===== src/rtl/ram_march_bist.sv =====
// ============================================================================
// ram_march_bist : March C- self-test engine driving a single-port RAM.
// Optional BIST_STOP_ON_FAIL_EN ends the run at the first mismatch.
// Revision: 1.0
// ============================================================================
`default_nettype none
`timescale 1ns/1ps

module ram_march_bist #(
    parameter int                ADDR_W = 9,
    parameter int                DATA_W = 16,
    parameter logic [DATA_W-1:0] BG     = '0,
    parameter int                RD_LAT = 1
) (
    input  logic              clk,
    input  logic              reset,
    input  logic              start,
    output logic [ADDR_W-1:0] mem_addr,
    output logic [DATA_W-1:0] mem_data_in,
    output logic              mem_we,
    input  logic [DATA_W-1:0] mem_data_out,
    output logic              busy,
    output logic              done,
    output logic              fail,
    output logic [ADDR_W-1:0] fail_addr,
    output logic [DATA_W-1:0] fail_data,
    output logic [DATA_W-1:0] fail_exp
);

    localparam logic [2:0] S_IDLE = 3'd0;
    localparam logic [2:0] S_M0   = 3'd1;
    localparam logic [2:0] S_M1   = 3'd2;
    localparam logic [2:0] S_M2   = 3'd3;
    localparam logic [2:0] S_M3   = 3'd4;
    localparam logic [2:0] S_M4   = 3'd5;
    localparam logic [2:0] S_M5   = 3'd6;
    localparam logic [2:0] S_DONE = 3'd7;

    localparam logic              c_OP_RD    = 1'b0;
    localparam logic              c_OP_WR    = 1'b1;
    localparam logic [1:0]        c_LAT      = 2'(RD_LAT);
    localparam logic [ADDR_W-1:0] c_ADDR_MAX = '1;
    localparam logic [ADDR_W-1:0] c_ADDR_ONE = ADDR_W'(1);

`ifdef BIST_STOP_ON_FAIL_EN
    localparam logic c_STOP_ON_FAIL = 1'b1;
`else
    localparam logic c_STOP_ON_FAIL = 1'b0;
`endif

    logic [2:0]        state_q, state_d;
    logic [ADDR_W-1:0] addr_q, addr_d;
    logic              op_q, op_d;
    logic [1:0]        lat_q, lat_d;
    logic [DATA_W-1:0] wdata_q;
    logic              fail_q;
    logic [ADDR_W-1:0] fail_addr_q;
    logic [DATA_W-1:0] fail_data_q;
    logic [DATA_W-1:0] fail_exp_q;

    logic              w_has_wr;
    logic              w_desc;
    logic [DATA_W-1:0] w_rexp;
    logic [DATA_W-1:0] w_wval;
    logic              w_busy;
    logic              w_done;
    logic              w_we;
    logic              w_cmp;
    logic              w_mis;
    logic              w_last;
    logic              w_step;

    always_ff @(posedge clk or negedge reset) begin
        if (!reset) begin
            state_q     <= S_IDLE;
            addr_q      <= '0;
            op_q        <= c_OP_RD;
            lat_q       <= '0;
            wdata_q     <= '0;
            fail_q      <= 1'b0;
            fail_addr_q <= '0;
            fail_data_q <= '0;
            fail_exp_q  <= '0;
        end else begin
            state_q <= state_d;
            addr_q  <= addr_d;
            op_q    <= op_d;
            lat_q   <= lat_d;
            if (w_we) begin
                wdata_q <= w_wval;
            end
            if (state_q == S_IDLE && start) begin
                fail_q      <= 1'b0;
                fail_addr_q <= '0;
                fail_data_q <= '0;
                fail_exp_q  <= '0;
            end else if (w_mis) begin
                fail_q <= 1'b1;
                if (!fail_q) begin
                    fail_addr_q <= addr_q;
                    fail_data_q <= mem_data_out;
                    fail_exp_q  <= w_rexp;
                end
            end
        end
    end

    assign w_last = w_desc ? (addr_q == '0) : (addr_q == c_ADDR_MAX);

    always_comb begin
        state_d = state_q;
        addr_d  = addr_q;
        op_d    = op_q;
        lat_d   = lat_q;
        w_step  = 1'b0;
        case (state_q)
            S_IDLE: begin
                if (start) begin
                    state_d = S_M0;
                    addr_d  = '0;
                    op_d    = c_OP_WR;
                    lat_d   = '0;
                end
            end
            S_DONE: state_d = S_IDLE;
            default: begin
                if (op_q == c_OP_RD) begin
                    if (lat_q != c_LAT) begin
                        lat_d = lat_q + 2'd1;
                    end else if (c_STOP_ON_FAIL && w_mis) begin
                        state_d = S_DONE;
                    end else if (w_has_wr) begin
                        op_d  = c_OP_WR;
                        lat_d = '0;
                    end else begin
                        w_step = 1'b1;
                    end
                end else begin
                    w_step = 1'b1;
                end
                // Element boundary: jump straight to the next element's first address.
                if (w_step) begin
                    lat_d = '0;
                    if (!w_last) begin
                        addr_d = w_desc ? addr_q - c_ADDR_ONE : addr_q + c_ADDR_ONE;
                    end else begin
                        state_d = (state_q == S_M5) ? S_DONE : state_q + 3'd1;
                        addr_d  = (state_d == S_M3 || state_d == S_M4 || state_d == S_M5)
                                  ? c_ADDR_MAX : '0;
                    end
                    op_d = (state_d == S_M0) ? c_OP_WR : c_OP_RD;
                end
            end
        endcase
    end

    always_comb begin
        w_has_wr = 1'b1;
        w_desc   = 1'b0;
        w_rexp   = BG;
        w_wval   = BG;
        w_busy   = 1'b0;
        w_done   = 1'b0;
        case (state_q)
            S_M0: w_busy = 1'b1;
            S_M1: begin
                w_busy = 1'b1;
                w_wval = ~BG;
            end
            S_M2: begin
                w_busy = 1'b1;
                w_rexp = ~BG;
            end
            S_M3: begin
                w_busy = 1'b1;
                w_desc = 1'b1;
                w_wval = ~BG;
            end
            S_M4: begin
                w_busy = 1'b1;
                w_desc = 1'b1;
                w_rexp = ~BG;
            end
            S_M5: begin
                w_busy   = 1'b1;
                w_desc   = 1'b1;
                w_has_wr = 1'b0;
            end
            S_DONE:  w_done = 1'b1;
            default: w_busy = 1'b0;
        endcase
        w_we  = w_busy && (op_q == c_OP_WR);
        w_cmp = w_busy && (op_q == c_OP_RD) && (lat_q == c_LAT);
        w_mis = w_cmp && (mem_data_out != w_rexp);
    end

    assign mem_addr    = addr_q;
    assign mem_we      = w_we;
    assign mem_data_in = w_we ? w_wval : wdata_q;
    assign busy        = w_busy;
    assign done        = w_done;
    assign fail        = fail_q;
    assign fail_addr   = fail_addr_q;
    assign fail_data   = fail_data_q;
    assign fail_exp    = fail_exp_q;

endmodule

`default_nettype wire

===== config.mk =====
export PLATFORM = sky130hd
export DESIGN_NAME = ram_march_bist
export DESIGN_NICKNAME = d
export VERILOG_FILES = /design/src/rtl/ram_march_bist.sv
export SDC_FILE = /design/constraint.sdc
export NUM_CORES = 1
export LEC_CHECK = 0
export CAP_MARGIN = 20
export CORE_UTILIZATION = 48
export DETAILED_ROUTE_END_ITERATION = 6
export PLACE_DENSITY = 0.88
export SKIP_CTS_REPAIR_TIMING = 1
export SKIP_LAST_GASP = 1
export SLEW_MARGIN = 5
export SYNTH_ARGS = -nofsm -noshare
export SYNTH_HDL_FRONTEND = slang
export SYNTH_SLANG_ARGS = --single-unit
export TNS_END_PERCENT = 50

===== constraint.sdc =====
create_clock -name clk -period 3.19 [get_ports clk]
set_input_delay 0.319 -clock clk [delete_from_list [all_inputs] [get_ports clk]]
set_output_delay 0.319 -clock clk [all_outputs]
set_load 0.05 [all_outputs]

# == Yosys cells after proc, flatten, opt, wreduce, memory -nomap -nowiden ==
# Index checks and enable logic that the tools add are counted.
# op_classes
div,0
bitwise,2
shifts,0
eq_ne,19
n_lt_le_gt_ge,0
mux,48
reduce_logical,22
n_addsub,4
mul,0
# ops
cell,n
$mux W16,9
$mux W9,8
$eq A3 B3 Y1 const B,7
$mux W3,6
$pmux W9 S2,1
$mux W1,16
$ne A16 B16 Y1,1
$mux W2,5
$add A9 B1 Y9 const B,1
$eq A9 B9 Y1 const B,1
$logic_not A9 Y1,1
$sub A9 B1 Y9 const B,1
$eq A3 B1 Y1 const B,2
$eq A3 B2 Y1 const B,2
$pmux W3 S2,1
$reduce_and A2 Y1,3
$reduce_or A2 Y1,3
$reduce_or A6 Y1,1
$logic_and A1 B1 Y1,5
$ne A2 B1 Y1 const B,2
$ne A4 B3 Y1 const B,1
$pmux W2 S2,1
$reduce_and A4 Y1,1
$reduce_bool A2 Y1,2
12 further kinds,14
# word_totals
regBits,73
latchBits,0
mem_bits_rw,0
n_memories,0
romBits,0

# == Logic depth before layout (Yosys ltp) ==
# Gate-level depths: netlist (run 1).
# depth
depth_word,11
ltp_mapped,9

# == Worst setup path before layout (run 1) ==
# Ideal clock, no wire load.
# synth_timing
path_kind,register to output
start,register state_q[0]
end,output mem_data_in[10]
slack_ns,0.369
path_stages_with_launch,9
required_time_ns,2.871
n_path_buf,1
arrival_ns,2.502
path_cell_list,dfrtp_1 -> inv_1 -> ha_1 -> a211oi_1 -> nand2_1 -> nand2_1 -> clkbuf_1 -> nand2_1 -> nand2_1
# synth_via
elab_chain_cells,5
word_cells_on_any_way,12
classes_between,eq/ne (6); mux (3); reduce/logical (3)
# synth_rtl
element,line_no,text
start: declaration,51,"logic [2:0] state_q, state_d;"
start signal: assignment,85,state_q <= state_d;
"$eq A3 B3 Y1, or another cell as far along",164,case (state_q)
$reduce_or A6 Y1 (no source line) (*),n/a,
$mux W1 (*),164,
net busy,22,"output logic busy,"
$logic_and A1 B1 Y1 (*),192,w_we = w_busy && (op_q == c_OP_WR);
$mux W16 (*),199,assign mem_data_in = w_we ? w_wval : wdata_q;
end: declaration,19,"output logic [DATA_W-1:0] mem_data_in,"
# Mark *: on every way through the listed nets, which the timed path passes. The rest lies on a longest branch.

# == Worst setup path after layout (run 1) ==
# layout_timing
start,register state_q[0]
end,register addr_q[8] (netlist: mem_addr[8])
# layout_via
elab_chain_cells,9
word_cells_on_any_way,28
classes_between,add/sub (1); eq/ne (8); mux (12); bitwise (1); reduce/logical (6)
# layout_rtl
element,line_no,text
$add A3 B1 Y3 / $eq A3 B3 Y1 (equally long branches),"147, 164",
$mux W3,147,state_d = (state_q == S_M5) ? S_DONE : state_q + 3'd1;
$eq A3 B3 Y1,148,addr_d = (state_d == S_M3 || state_d == S_M4 || state_d == S_M5)
$logic_or A1 B1 Y1 (2 in series),148,
$mux W9,149,? c_ADDR_MAX : '0;
$mux W9,144,if (!w_last) begin
$mux W9,142,if (w_step) begin
$pmux W9 S2,116,case (state_q)
end signal: assignment,86,addr_q <= addr_d;
end: declaration,52,"logic [ADDR_W-1:0] addr_q, addr_d;"
# Parallel ways exist; a longest one is shown, timed or not. The select of a mux whose other input is x is not followed.
# A chain may end at the register's enable or synchronous reset.

==> reports/metrics.yaml, run 1 <==
outcome:
  status: "finished, final reports clean"
yosys:
  synth_edf_count: 0
  synth_top_family_by_area: "simple AND/OR/NAND/NOR gates"
  synth.top_cell.area_share: 0.4731
  yosys.area.top_type: "dfrtp_1"
  ys_types: 52
  yosysSeqAreaShare: 0.4731
  synth_compound_area_frac: 0.1847
  synthSimpleGateAreaFrac: 0.1990
  ys_top_cells_by_count: "58 x dfrtp_1, 54 x nand2_1, 26 x a22o_1"
  synth_area_mm2: 0.003068
  yosys-top-cells-area: "dfrtp_1 47%, a22o_1 7.4%, nand2_1 6.6%, ha_1 4.9%, buf_4 3.7%"
  yosysMostFrequentCell: "dfrtp_1"
  syn-instance-count: 306
  synth-seq-cells: 58
  synth_xor_area_frac: 0.01427
  synth-async-reset-ratio: 1.000
  synth.area.mux_share: 0.01020
  synth_area_per_cell_um2: 10.03
  postSynthNetCount: 338
  yosysWarnings: 0
  synthAdderAreaFrac: 0.05546
  synthFlopType: "dfrtp_1"
timing:
  period_needed_ns: 2.870
  relSlewSlack: 0.4034
  timing.final.ws_setup_ns: 0.3204
  setup_viol: 0
  skew_ns: 0.009641
  setup_tns_ns: 0
  maxSlewViolCount: 0
  period_share: 0.8996
  tightestPinTransition_ns: 0.8949
  fmax_mhz: 348.5
  rsz0062_at_grt: "no"
  finalHoldViolCount: 0
clocking:
  clk-insertion-delay-late_ns: 0.33
  cts_tree: "done"
  root_buffer: "clkbuf_8"
  clock_sinks: 58
  ctsLongestPathBuffers: 2
  numCtsBuffers: 9
  clk_pin_slew_ns: 0.07
  htreeDepth: 3
place:
  dp_slack_ns: 0.3635
  hpwl_mm: 5.703
  gp_congestion: 0.9329
  port_buffers: 88
setup_path:
  worstPathMaxFanout: 13
  critPathKind: "flop to flop"
  cp.arrival_ns: 3.12
  crit_path_end_kind: "flop"
  start_kind: "flop"
  cp.required_ns: 3.44
min_path:
  hold_class: "input pin to asynchronous set/reset pin"
global_route:
  grt_pass1_wl_mm: 12.73
  antenna_found_initial: 0
  grt_remaining_overflow: 0
  grt_usage: 0.2530
  grt_pass1_vias: 2598
  grt_max_degree: 41
floorplanning:
  initial_core_util: 0.5091
  fp.dieH_um: 81.95
  ioPinCount: 89
  coreArea_mm2: 0.006026
  die_x_um: 81.95
  dieArea_mm2: 0.006715
  rows: 28
drt:
  routed_via_density: 5.856
  drtIter0Drc: 249
  wl_per_cell_um: 17.34
  vias: 2729
  postRouteWirelength_mm: 8.081
  drc_errors: 0
  ant_nets: 0
  firstDrtPassIters: 4
power_and_ir_drop:
  power_leakage_nw: 1.620
  cellInternalPower_w: 0.001062
  powerDensity_mw_per_mm2: 353.4
  irDropWorstVdd_v: 0.0003257
  comb_power_share: 0.080
  pwr-share-seq: 0.525
  p_sw_w: 0.0003705
  clkPwrFrac: 0.395
  switching_share: 0.2587
job:
  cap_violations: 0
cells_and_area:
  synthToLayoutAreaGrowth_pct: 32.10
  final_nets: 419
  n_antenna_cell: 0
  drive_gt1_frac: 0.1279
## path summary, 6_finish.rpt
kind / from / end / slack (ns) / cells past startpoint
worst max-delay path: state_q[0] / mem_addr[8] / 0.32 / 9
worst min-delay path: reset / state_q[0] / 0.10 / 1
worst max register to register: state_q[0] / mem_addr[8] / 0.32 / 9
worst min register to register: wdata_q[1] / wdata_q[1] / 0.48 / 2
max in group asynchronous: reset / wdata_q[4] / 2.28 / 2
min in group clk: wdata_q[1] / wdata_q[1] / 0.48 / 2
## through the flow
step	cells	util	power, W	cell area, um^2	hold WS (ns)
floorplan	306	-	0.0008122	3068	0.02341
global placement	451	0.6462	0.0008790	3894	0.4567
detailed placement	451	0.6462	0.0008803	3894	0.4611
CTS	466	0.6726	0.001445	4053	0.1308
global route	466	0.6726	0.001484	4053	0.1797
finish	466	0.6726	0.001432	4053	0.1005
## power groups by stage
stage                     registers [W]  logic (W)  clock network [W]
after floorplan                0.000802  0.0000103                  0
after global placement         0.000765   0.000114                  0
after detailed placement       0.000766   0.000115                  0
after CTS                      0.000752   0.000116           0.000578
after global routing           0.000752   0.000122           0.000610
final                          0.000752   0.000114           0.000566
## cell usage in the layout (no fill, tap or decap), types with 3 or more instances in the layout
cell type,Yosys,routed
clkdlybuf4s50_1,0,71
o21bai_1,6,6
nor2_1,11,11
nand4_1,7,7
nand3_1,7,7
ha_1,12,12
dfrtp_1,58,58
o2111ai_1,4,4
o211ai_1,3,3
nand2_1,54,54
nor2b_1,3,3
clkbuf_8,0,9
clkinv_2,0,4
nor3_1,6,6
a22o_1,26,26
buf_4,15,23
o21ai_0,14,14
inv_1,8,8
a21oi_1,9,9
xor2_1,4,4
nor4_1,8,8
nand2b_1,4,4
## cell type report
type / count / area (um^2)
timing repair buffer: 95 / 888.4
inverter: 8 / 30.03
clock buffer: 9 / 123.9
sequential: 58 / 1451
tap: 75 / 93.84
clock inverter: 6 / 35.03
multi-input combinational: 215 / 1430
fill: 451 / 1973
## critical path, stage by stage (launching register included)
cell,delay (ns)
dfrtp_1,0.38
buf_4,0.17
ha_1,0.25
o31a_4,0.44
fa_1,0.43
a21oi_1,0.25
o2111ai_1,0.19
and3_1,0.21
or2_2,0.29
o211ai_1,0.18
## registers in the layout, summed over array words and instances (netlist names)
name	cells
fail_data	16
lat_q	2
mem_addr	9
fail_addr	9
wdata_q	16
fail_exp	1
state_q	3
op_q	1
fail	1
## logic make-up after synthesis
kind of cell | count (synthesis)
compound gates | 76
xor+xnor | 5
fa+ha+maj | 13
buf+inv | 33
flops | 58
mux | 3
simple gates | 118
## layer usage
| metal | up-vias | GRT usage | share of wire |
|---|---|---|---|
| met1 | 1318 | 0.3224 | 0.40 |
| li1 | 1268 | - | - |
| met5 | - | 0 | 0 |
| met2 | 133 | 0.4107 | 0.50 |
| met4 | 0 | 0.09825 | 0.015 |
| met3 | 10 | 0.06444 | 0.085 |
Power figures use the tool's default switching activity.
==> inputs of run 2 (changes only) <==
--- a/config.mk
+++ b/config.mk
@@ -6,9 +6,10 @@
 export NUM_CORES = 1
 export LEC_CHECK = 0
 export CAP_MARGIN = 20
-export CORE_UTILIZATION = 48
+export CORE_UTILIZATION = 30
 export DETAILED_ROUTE_END_ITERATION = 6
-export PLACE_DENSITY = 0.88
+export DONT_BUFFER_PORTS = 1
+export PLACE_DENSITY = 0.51
 export SKIP_CTS_REPAIR_TIMING = 1
 export SKIP_LAST_GASP = 1
 export SLEW_MARGIN = 5
==> reports/metrics.yaml, run 2 (synthesized netlist as in run 1, its figures left out) <==
clocking:
  clk_pin_slew_ns: 0.06  # about the same
  cts_tree: "done"
  numCtsBuffers: 9  # unchanged
  root_buffer: "clkbuf_8"
  clk-insertion-delay-late_ns: 0.34  # about the same
  htreeDepth: 3  # unchanged
  ctsLongestPathBuffers: 2  # unchanged
  clock_sinks: 58  # unchanged
cells_and_area:
  fillers: 1010  # +120%
  synthToLayoutAreaGrowth_pct: 12.03
  fin_util: 0.3484  # -0.3241
  n_antenna_cell: 0  # unchanged
  layout_common_cells: "57 x dfrtp_1, 54 x nand2_1, 26 x a22o_1, 16 x buf_4, 14 x o21ai_0"
  drive_gt1_frac: 0.1397  # +0.01181
  final_nets: 343  # -18%
  final_common_cell: "dfrtp_1"
timing:
  maxSlewViolCount: 0  # unchanged
  setup_tns_ns: 0  # unchanged
  tightestPinTransition_ns: 0.8240  # -0.07087 ns
  rsz0062_at_grt: "no"
  relSlewSlack: 0.4507  # +0.04725
  fmax_mhz: 354.7  # +1.8%
  skew_ns: 0.01231  # +0.002668 ns
  period_needed_ns: 2.819  # -0.05065 ns
  period_share: 0.8837  # -0.01588
  finalHoldViolCount: 0  # unchanged
  setup_viol: 0  # unchanged
setup_path:
  crit_path_end_kind: "output pin"
  r2r.worst_path.cells: 9  # unchanged
  worstReg2RegEnd: "mem_addr[8]"
  cp.arrival_ns: 2.50  # -0.62 ns
  cp.required_ns: 2.87  # -0.57 ns
  worstPathMaxFanout: 17  # +4
  r2r-start: "state_q[1]"
  critPathKind: "flop to output pin"
  start_kind: "flop"
  rrSetupSlack_ns: 0.42  # +0.10 ns
global_route:
  grt_usage: 0.1475  # -0.1055
  grt_pass1_vias: 2275  # -12%
  grt_max_degree: 59  # +44%
  grt_remaining_overflow: 0  # unchanged
  antenna_found_initial: 0  # unchanged
  grt_pass1_wl_mm: 11.87  # -6.8%
drt:
  routed_via_density: 5.234  # -11%
  ant_nets: 0  # unchanged
  wl_per_cell_um: 16.97  # -2.1%
  drtIter0Drc: 156  # -37%
  firstDrtPassIters: 4  # unchanged
  drc_errors: 0  # unchanged
  vias: 2345  # -14%
  postRouteWirelength_mm: 7.602  # -5.9%
power_and_ir_drop:
  irDropWorstVdd_v: 0.0001355  # -58%
  powerDensity_mw_per_mm2: 413.0  # +17%
  power_leakage_nw: 1.362  # -16%
floorplanning:
  die_x_um: 103.1  # +26%
  ioPinCount: 89  # unchanged
  coreArea_mm2: 0.009864  # +64%
  dieArea_mm2: 0.01063  # +58%
  initial_core_util: 0.3110  # -0.1981
  fp.dieH_um: 103.1  # +26%
  rows: 36  # +29%
min_path:
  hold_class: "input pin to flop"
  hold_path_depth: 1
  min_from: "mem_data_out[3]"
  hold_end: "fail_data[3]"
job:
  cap_violations: 0  # unchanged
place:
  gp_congestion: 0.8142  # -13%
  hpwl_mm: 5.330  # -6.5%
  port_buffers: 0  # -100%
outcome:
  status: "finished, final reports clean"
## run 2: cell count changes in the layout (fill, tap and decap cells not counted), sizes merged
cell and change:
clkbuf +3, dlygate4sd3 +1, buf -6, clkinvlp -2, clkinv -1, clkdlybuf4s50 -71
## run 2: worst max-delay path by stage
stage	startpoint	slack (ns)	end
2_1_floorplan	state_q[0]	0.37	mem_data_in[10]
3_3_place_gp	state_q[0]	0.43	mem_addr[8]
3_5_place_dp	state_q[1]	0.41	mem_addr[8]
4_1_cts	state_q[0]	0.31	mem_data_in[5]
5_1_grt	state_q[1]	0.13	mem_data_in[7]
6_report	state_q[1]	0.37	mem_data_in[5]
## run 2: report_power, final
part           leakage (nW)  internal [W]  total [W]  switching (W)
Sequential            0.650      0.000745   0.000790      0.0000448
Combinational         0.620     0.0000127  0.0000314      0.0000186
Clock                0.0920      0.000316   0.000598       0.000282
Total                  1.36       0.00107    0.00142       0.000345
## run 2: stage by stage
stage	setup slack, ns	total power (W)	instances	hold slack, ns	instance area, um^2
after floorplan	0.3690	0.0008122	306	0.02341	3068
after global routing	0.1296	0.001475	448	0.09698	3437
after CTS	0.3129	0.001423	446	-0.3498	3400
after global placement	0.4314	0.0008158	431	0.02443	3229
after detailed placement	0.4079	0.0008160	431	0.02414	3229
final	0.3711	0.001419	448	0.1230	3437
## run 2: final cells by class
class | count | area [um^2] | area share
multi-input cells | 215 | 1430 | 0.4161
clock buffers | 12 | 155.1 | 0.04514
inverters | 8 | 30.03 | 0.008737
clock inverters | 3 | 15.01 | 0.004368
well taps | 133 | 166.4 | 0.04842
repair buffers | 19 | 185.2 | 0.05388
flip-flops and latches | 58 | 1455 | 0.4234
## run 2: critical path, stage by stage (launching register included)
cell	delay (ns)
dfrtp_1	0.39
inv_1	0.09
ha_1	0.28
a211oi_1	0.26
nand2_1	0.16
nand2_1	0.46
nand2_1	0.13
nand2_1	0.41
## run 2: metal layers
layer | up-vias | global-route usage | part of all wire
li1 | 1107 | - | -
met1 | 1151 | 0.1878 | 0.46
met2 | 74 | 0.2328 | 0.46
met3 | 13 | 0.04068 | 0.062
met4 | 0 | 0.06717 | 0.019
met5 | - | 0 | 0
==> inputs of run 3 (changes only) <==
--- a/config.mk
+++ b/config.mk
@@ -6,10 +6,13 @@
 export NUM_CORES = 1
 export LEC_CHECK = 0
 export CAP_MARGIN = 20
+export CELL_PAD_IN_SITES_DETAIL_PLACEMENT = 0
+export CELL_PAD_IN_SITES_GLOBAL_PLACEMENT = 1
 export CORE_UTILIZATION = 30
 export DETAILED_ROUTE_END_ITERATION = 6
 export DONT_BUFFER_PORTS = 1
-export PLACE_DENSITY = 0.51
+export MAX_ROUTING_LAYER = met4
+export PLACE_DENSITY = 0.61
 export SKIP_CTS_REPAIR_TIMING = 1
 export SKIP_LAST_GASP = 1
 export SLEW_MARGIN = 5
==> reports/metrics.yaml, run 3 (synthesized netlist as in run 1, its figures left out) <==
timing:
  setup_tns_ns: 0  # unchanged
  finalHoldViolCount: 0  # unchanged
  fmax_mhz: 348.8  # -1.7%
  setup_viol: 0  # unchanged
  period_needed_ns: 2.867  # +0.04841 ns
  tightestPinTransition_ns: 0.8214  # -0.002628 ns
  rsz0062_at_grt: "no"
  period_share: 0.8988  # +0.01517
  skew_ns: 0.009342  # -0.002968 ns
  hold_ws_ns: 0.1126  # -0.01048 ns
  maxSlewViolCount: 0  # unchanged
  relSlewSlack: 0.4524  # +0.001752
clocking:
  ctsLongestPathBuffers: 2  # unchanged
  numCtsBuffers: 9  # unchanged
  clock_sinks: 58  # unchanged
  cts_tree: "done"
  root_buffer: "clkbuf_8"
  clk_pin_slew_ns: 0.07  # about the same
  htreeDepth: 3  # unchanged
  clk-insertion-delay-late_ns: 0.34  # about the same
drt:
  drtIter0Drc: 105  # -33%
  routed_via_density: 5.296  # +1.2%
  ant_nets: 0  # unchanged
  drc_errors: 0  # unchanged
  firstDrtPassIters: 5  # +1
  vias: 2394  # +2.1%
  postRouteWirelength_mm: 7.819  # +2.9%
  wl_per_cell_um: 17.30  # +1.9%
power_and_ir_drop:
  irDropWorstVdd_v: 0.0002361  # +74%
  powerDensity_mw_per_mm2: 453.0  # +9.7%
  power_leakage_nw: 1.397  # +2.6%
floorplanning:
  initial_core_util: 0.3110  # unchanged
  fp.dieH_um: 103.1  # unchanged
  ioPinCount: 89  # unchanged
  die_x_um: 103.1  # unchanged
  coreArea_mm2: 0.009864  # unchanged
  rows: 36  # unchanged
  dieArea_mm2: 0.01063  # unchanged
cells_and_area:
  drive_gt1_frac: 0.1536  # +0.01392
  synthToLayoutAreaGrowth_pct: 14.64
  final_area_mm2: 0.003517  # +2.3%
  n_antenna_cell: 0  # unchanged
  final_nets: 346  # +0.87%
  final_common_cell: "dfrtp_1"
  fin_util: 0.3565  # +0.008118
  layout_common_cells: "57 x dfrtp_1, 54 x nand2_1, 26 x a22o_1, 19 x buf_4, 14 x o21ai_0"
setup_path:
  cp_cell_sequence: "inv_1 > ha_1 > a211oi_1 > nand2_1 > nand2_1 > nand2_1 > nand2_1"
  start_kind: "flop"
  worstPathMaxFanout: 17  # unchanged
  critPathKind: "flop to output pin"
  crit_slowest_cell: "nand2_1"
  critPathTopFamily: "simple AND/OR/NAND/NOR gates"
  path_common_cell: "nand2_1"
  critical_path_buf_inv_count: 1  # unchanged
  cp.required_ns: 2.87  # about the same
  crit_path_max_incr_delay_ns: 0.47  # about the same
  crit_path_end_kind: "output pin"
  cp.arrival_ns: 2.55  # +0.05 ns
global_route:
  grt_remaining_overflow: 0  # unchanged
  antenna_found_initial: 0  # unchanged
  grt_max_degree: 59  # unchanged
  grt_pass1_wl_mm: 12.10  # +2.0%
  grt_pass1_vias: 2229  # -2.0%
  grt_usage: 0.1592  # +0.01168
outcome:
  status: "finished, final reports clean"
place:
  dpl_cell_area_mm2: 0.003252  # +0.70%
  hpwl_mm: 5.613  # +5.3%
  gp_congestion: 0.8405  # +3.2%
  port_buffers: 0  # unchanged
job:
  cap_violations: 0  # unchanged
min_path:
  hold_class: "input pin to flop"
[run 3: path summary, 6_finish.rpt]
kind,to,cells past startpoint,slack [ns],from
worst max-delay path,mem_data_in[8],7,0.32,state_q[1]
max in group asynchronous,fail_exp[14],2,2.42,reset
worst min-delay path,fail_data[3],1,0.11,mem_data_out[3]
min in group asynchronous,wdata_q[10],2,0.50,reset
worst max register to register,mem_addr[8],9,0.37,state_q[1]
worst min register to register,wdata_q[10],2,0.48,wdata_q[10]
[run 3: layout make-up]
type,instances,area [um^2]
Clock buffer,10,137.6
Clock inverter,6,90.09
Fill cell,990,6347
Inverter,8,30.03
Multi-Input combinational cell,215,1430
Sequential cell,58,1455
Tap cell,133,166.4
Timing Repair Buffer,22,207.7
[run 3: metal layers]
layer / global-route usage / vias up / wire, um
li1: - / 1115 / -
met1: 0.1952 / 1180 / 3445
met2: 0.2292 / 84 / 3573
met3: 0.05153 / 15 / 608
met4: 0.08992 / 0 / 193
met5: - / - / 0
[run 3: power breakdown]
group | internal, W | switching [W] | leakage [nW] | total [W]
Clock | 0.000462 | 0.000310 | 0.112 | 0.000772
Sequential | 0.000745 | 0.0000450 | 0.650 | 0.000790
Combinational | 0.0000128 | 0.0000183 | 0.635 | 0.0000311
Total | 0.00122 | 0.000374 | 1.40 | 0.00159
[run 3: worst register-to-register path, stage by stage (launching register included)]
cell	delay, ns
dfrtp_1	0.40
inv_1	0.09
ha_1	0.28
o31a_4	0.47
ha_1	0.34
or2_2	0.33
a21o_1	0.19
and3_1	0.18
or2_2	0.29
o211ai_1	0.17
[run 3: through the flow]
stage               instances  worst slack (ns)  total power, W
detailed placement        434            0.3877       0.0008163
global placement          434            0.4211       0.0008160
CTS                       450            0.2606        0.001604
finish                    452            0.3227        0.001593
global route              452           0.05122        0.001665
floorplan                 306            0.3690       0.0008122
==> RTL edit: new RTL, flow settings as in run 1 <==
Register the output `fail_data` once more, cleared by the reset; this adds one clock of latency there. The other outputs are not delayed to match.
--- a/src/rtl/ram_march_bist.sv
+++ b/src/rtl/ram_march_bist.sv
@@ -203,3 +203,9 @@
     assign fail_addr   = fail_addr_q;
-    assign fail_data   = fail_data_q;
+    always_ff @(posedge clk or negedge reset) begin
+        if (!reset) begin
+            fail_data <= '0;
+        end else begin
+            fail_data <= fail_data_q;
+        end
+    end
     assign fail_exp    = fail_exp_q;
Formal check against the unedited RTL: same outputs for any inputs over 10 cycles, from zero or initial values and one cycle with reset low; that may be too few to reach the edited logic, so the function may still have changed.
==> RTL edit against run 1 <==
Total power increased by 30%. Via count is 1.0% lower. Utilization is 1.6 points lower. Hold slack got worse by 72 ps. Worst setup slack got worse by 170 ps. Design area increased by 11%. Sequential cell count rose by 16. Wire length decreased by 4.6%. Synthesized area increased by 12%. Critical endpoint unchanged. Largest power group unchanged.
==> RTL edit: results (changes against run 1) <==
number of cells on the worst reg-to-reg path 11 (+2); Leakage Power 0.00191 uW (+18%); total global-route track usage 0.221 (-0.0318); internal power of the cells 1450 uW (+36%); GR met2 Demand/Resource 0.359 (-0.0514); Mapped Avg Cell Area 10.8 um^2 (+7.5%); placer congestion estimate 0.874 (-6.3%); HPWL after DPL 5440 um (-4.6%); outcome finished clean; number of distinct library cells after synthesis 51 (-1.9%); GR met3 Demand/Resource 0.0552 (-0.00921); post-route minimum period 3040 ps (+169 ps); drt initial violations 106 (-57%); biggest fanout along the worst timing path 11 (-2); wire length on met2 3760 um (-6.4%); routed wire length 7710 um (-4.6%); layout cells sized above 1 0.132 (+0.00396); transition at the pin with the smallest max-transition slack 728 ps (-167 ps); per-cell routed wire length 15.5 um (-11%); placed cell count 482 (+6.9%); wire length of the first global-routing pass 12700 um (-0.22%); largest net degree at the start of global routing 33 (-20%); met1 track demand over resource in global routing 0.288 (-0.0344); Met1 Wirelength 3470 um (+6.4%); ranking of synthesized cells by area dfrtp_1 (54%), a22o_1 (6.9%), nand2_1 (5.9%); sequential cell area fraction in the yosys report 0.541 (+0.0675); Final nets 431 (+2.9%); net count after synthesis 352 (+4.1%); arrival time reported for the critical path endpoint 3250 ps (+130 ps); maximum vdd drop 205 uV (-37%); setup slack after placement 102 ps (-262 ps); top cell types by occurrence after synthesis dfrtp_1 (74), nand2_1 (54), a22o_1 (27)
RTL edit: per-stage QoR:
step                      area, um^2  hold slack (ps)
final                           4490             28.5
after global routing            4490             69.4
after CTS                       4480             29.1
after detailed placement        4260              368
after global placement          4260              359
after floorplan                 3430             23.4
RTL edit: power by group through the flow:
stage	clock network [uW]	logic (uW)	registers [uW]
finish	782	119	966
global route	851	128	968
CTS	804	121	966
detailed placement	0	120	985
global placement	0	118	984
floorplan	0	10.5	1020
RTL edit: cell families after synthesis:
| logic type | after synthesis | share of synthesized area |
|---|---|---|
| xor gates and xnor gates | 6 | 0.0153 |
| DFF | 74 | 0.541 |
| adders and majority gates | 15 | 0.0570 |
| buffers and inverters | 38 | 0.0628 |
| AOI/OAI and AO/OA | 83 | 0.178 |
| muxes | 2 | 0.00657 |
| and+or+nand+nor | 100 | 0.140 |
RTL edit: cell type report:
| class | instances | area (um^2) |
|---|---|---|
| inverter | 11 | 41.3 |
| timing repair buffer | 95 | 888 |
| multi-input combinational | 206 | 1370 |
| clock buffer | 10 | 128 |
| sequential | 74 | 1850 |
| tap | 96 | 120 |
| fill | 543 | 2350 |
| clock inverter | 6 | 90.1 |
RTL edit: final timing paths:
path                                              from                       to
setup / recovery                state_q[0]$_DFFE_PN0P_  mem_addr[8]$_DFFE_PN0P_
min in group clk           fail_data_q[14]$_DFFE_PN0P_  fail_data[14]$_DFF_PN0_
setup reg to reg                state_q[0]$_DFFE_PN0P_  mem_addr[8]$_DFFE_PN0P_
hold reg to reg            fail_data_q[14]$_DFFE_PN0P_  fail_data[14]$_DFF_PN0_
max in group asynchronous                        reset  mem_addr[6]$_DFFE_PN0P_
hold / removal                                   reset  fail_data[10]$_DFF_PN0_
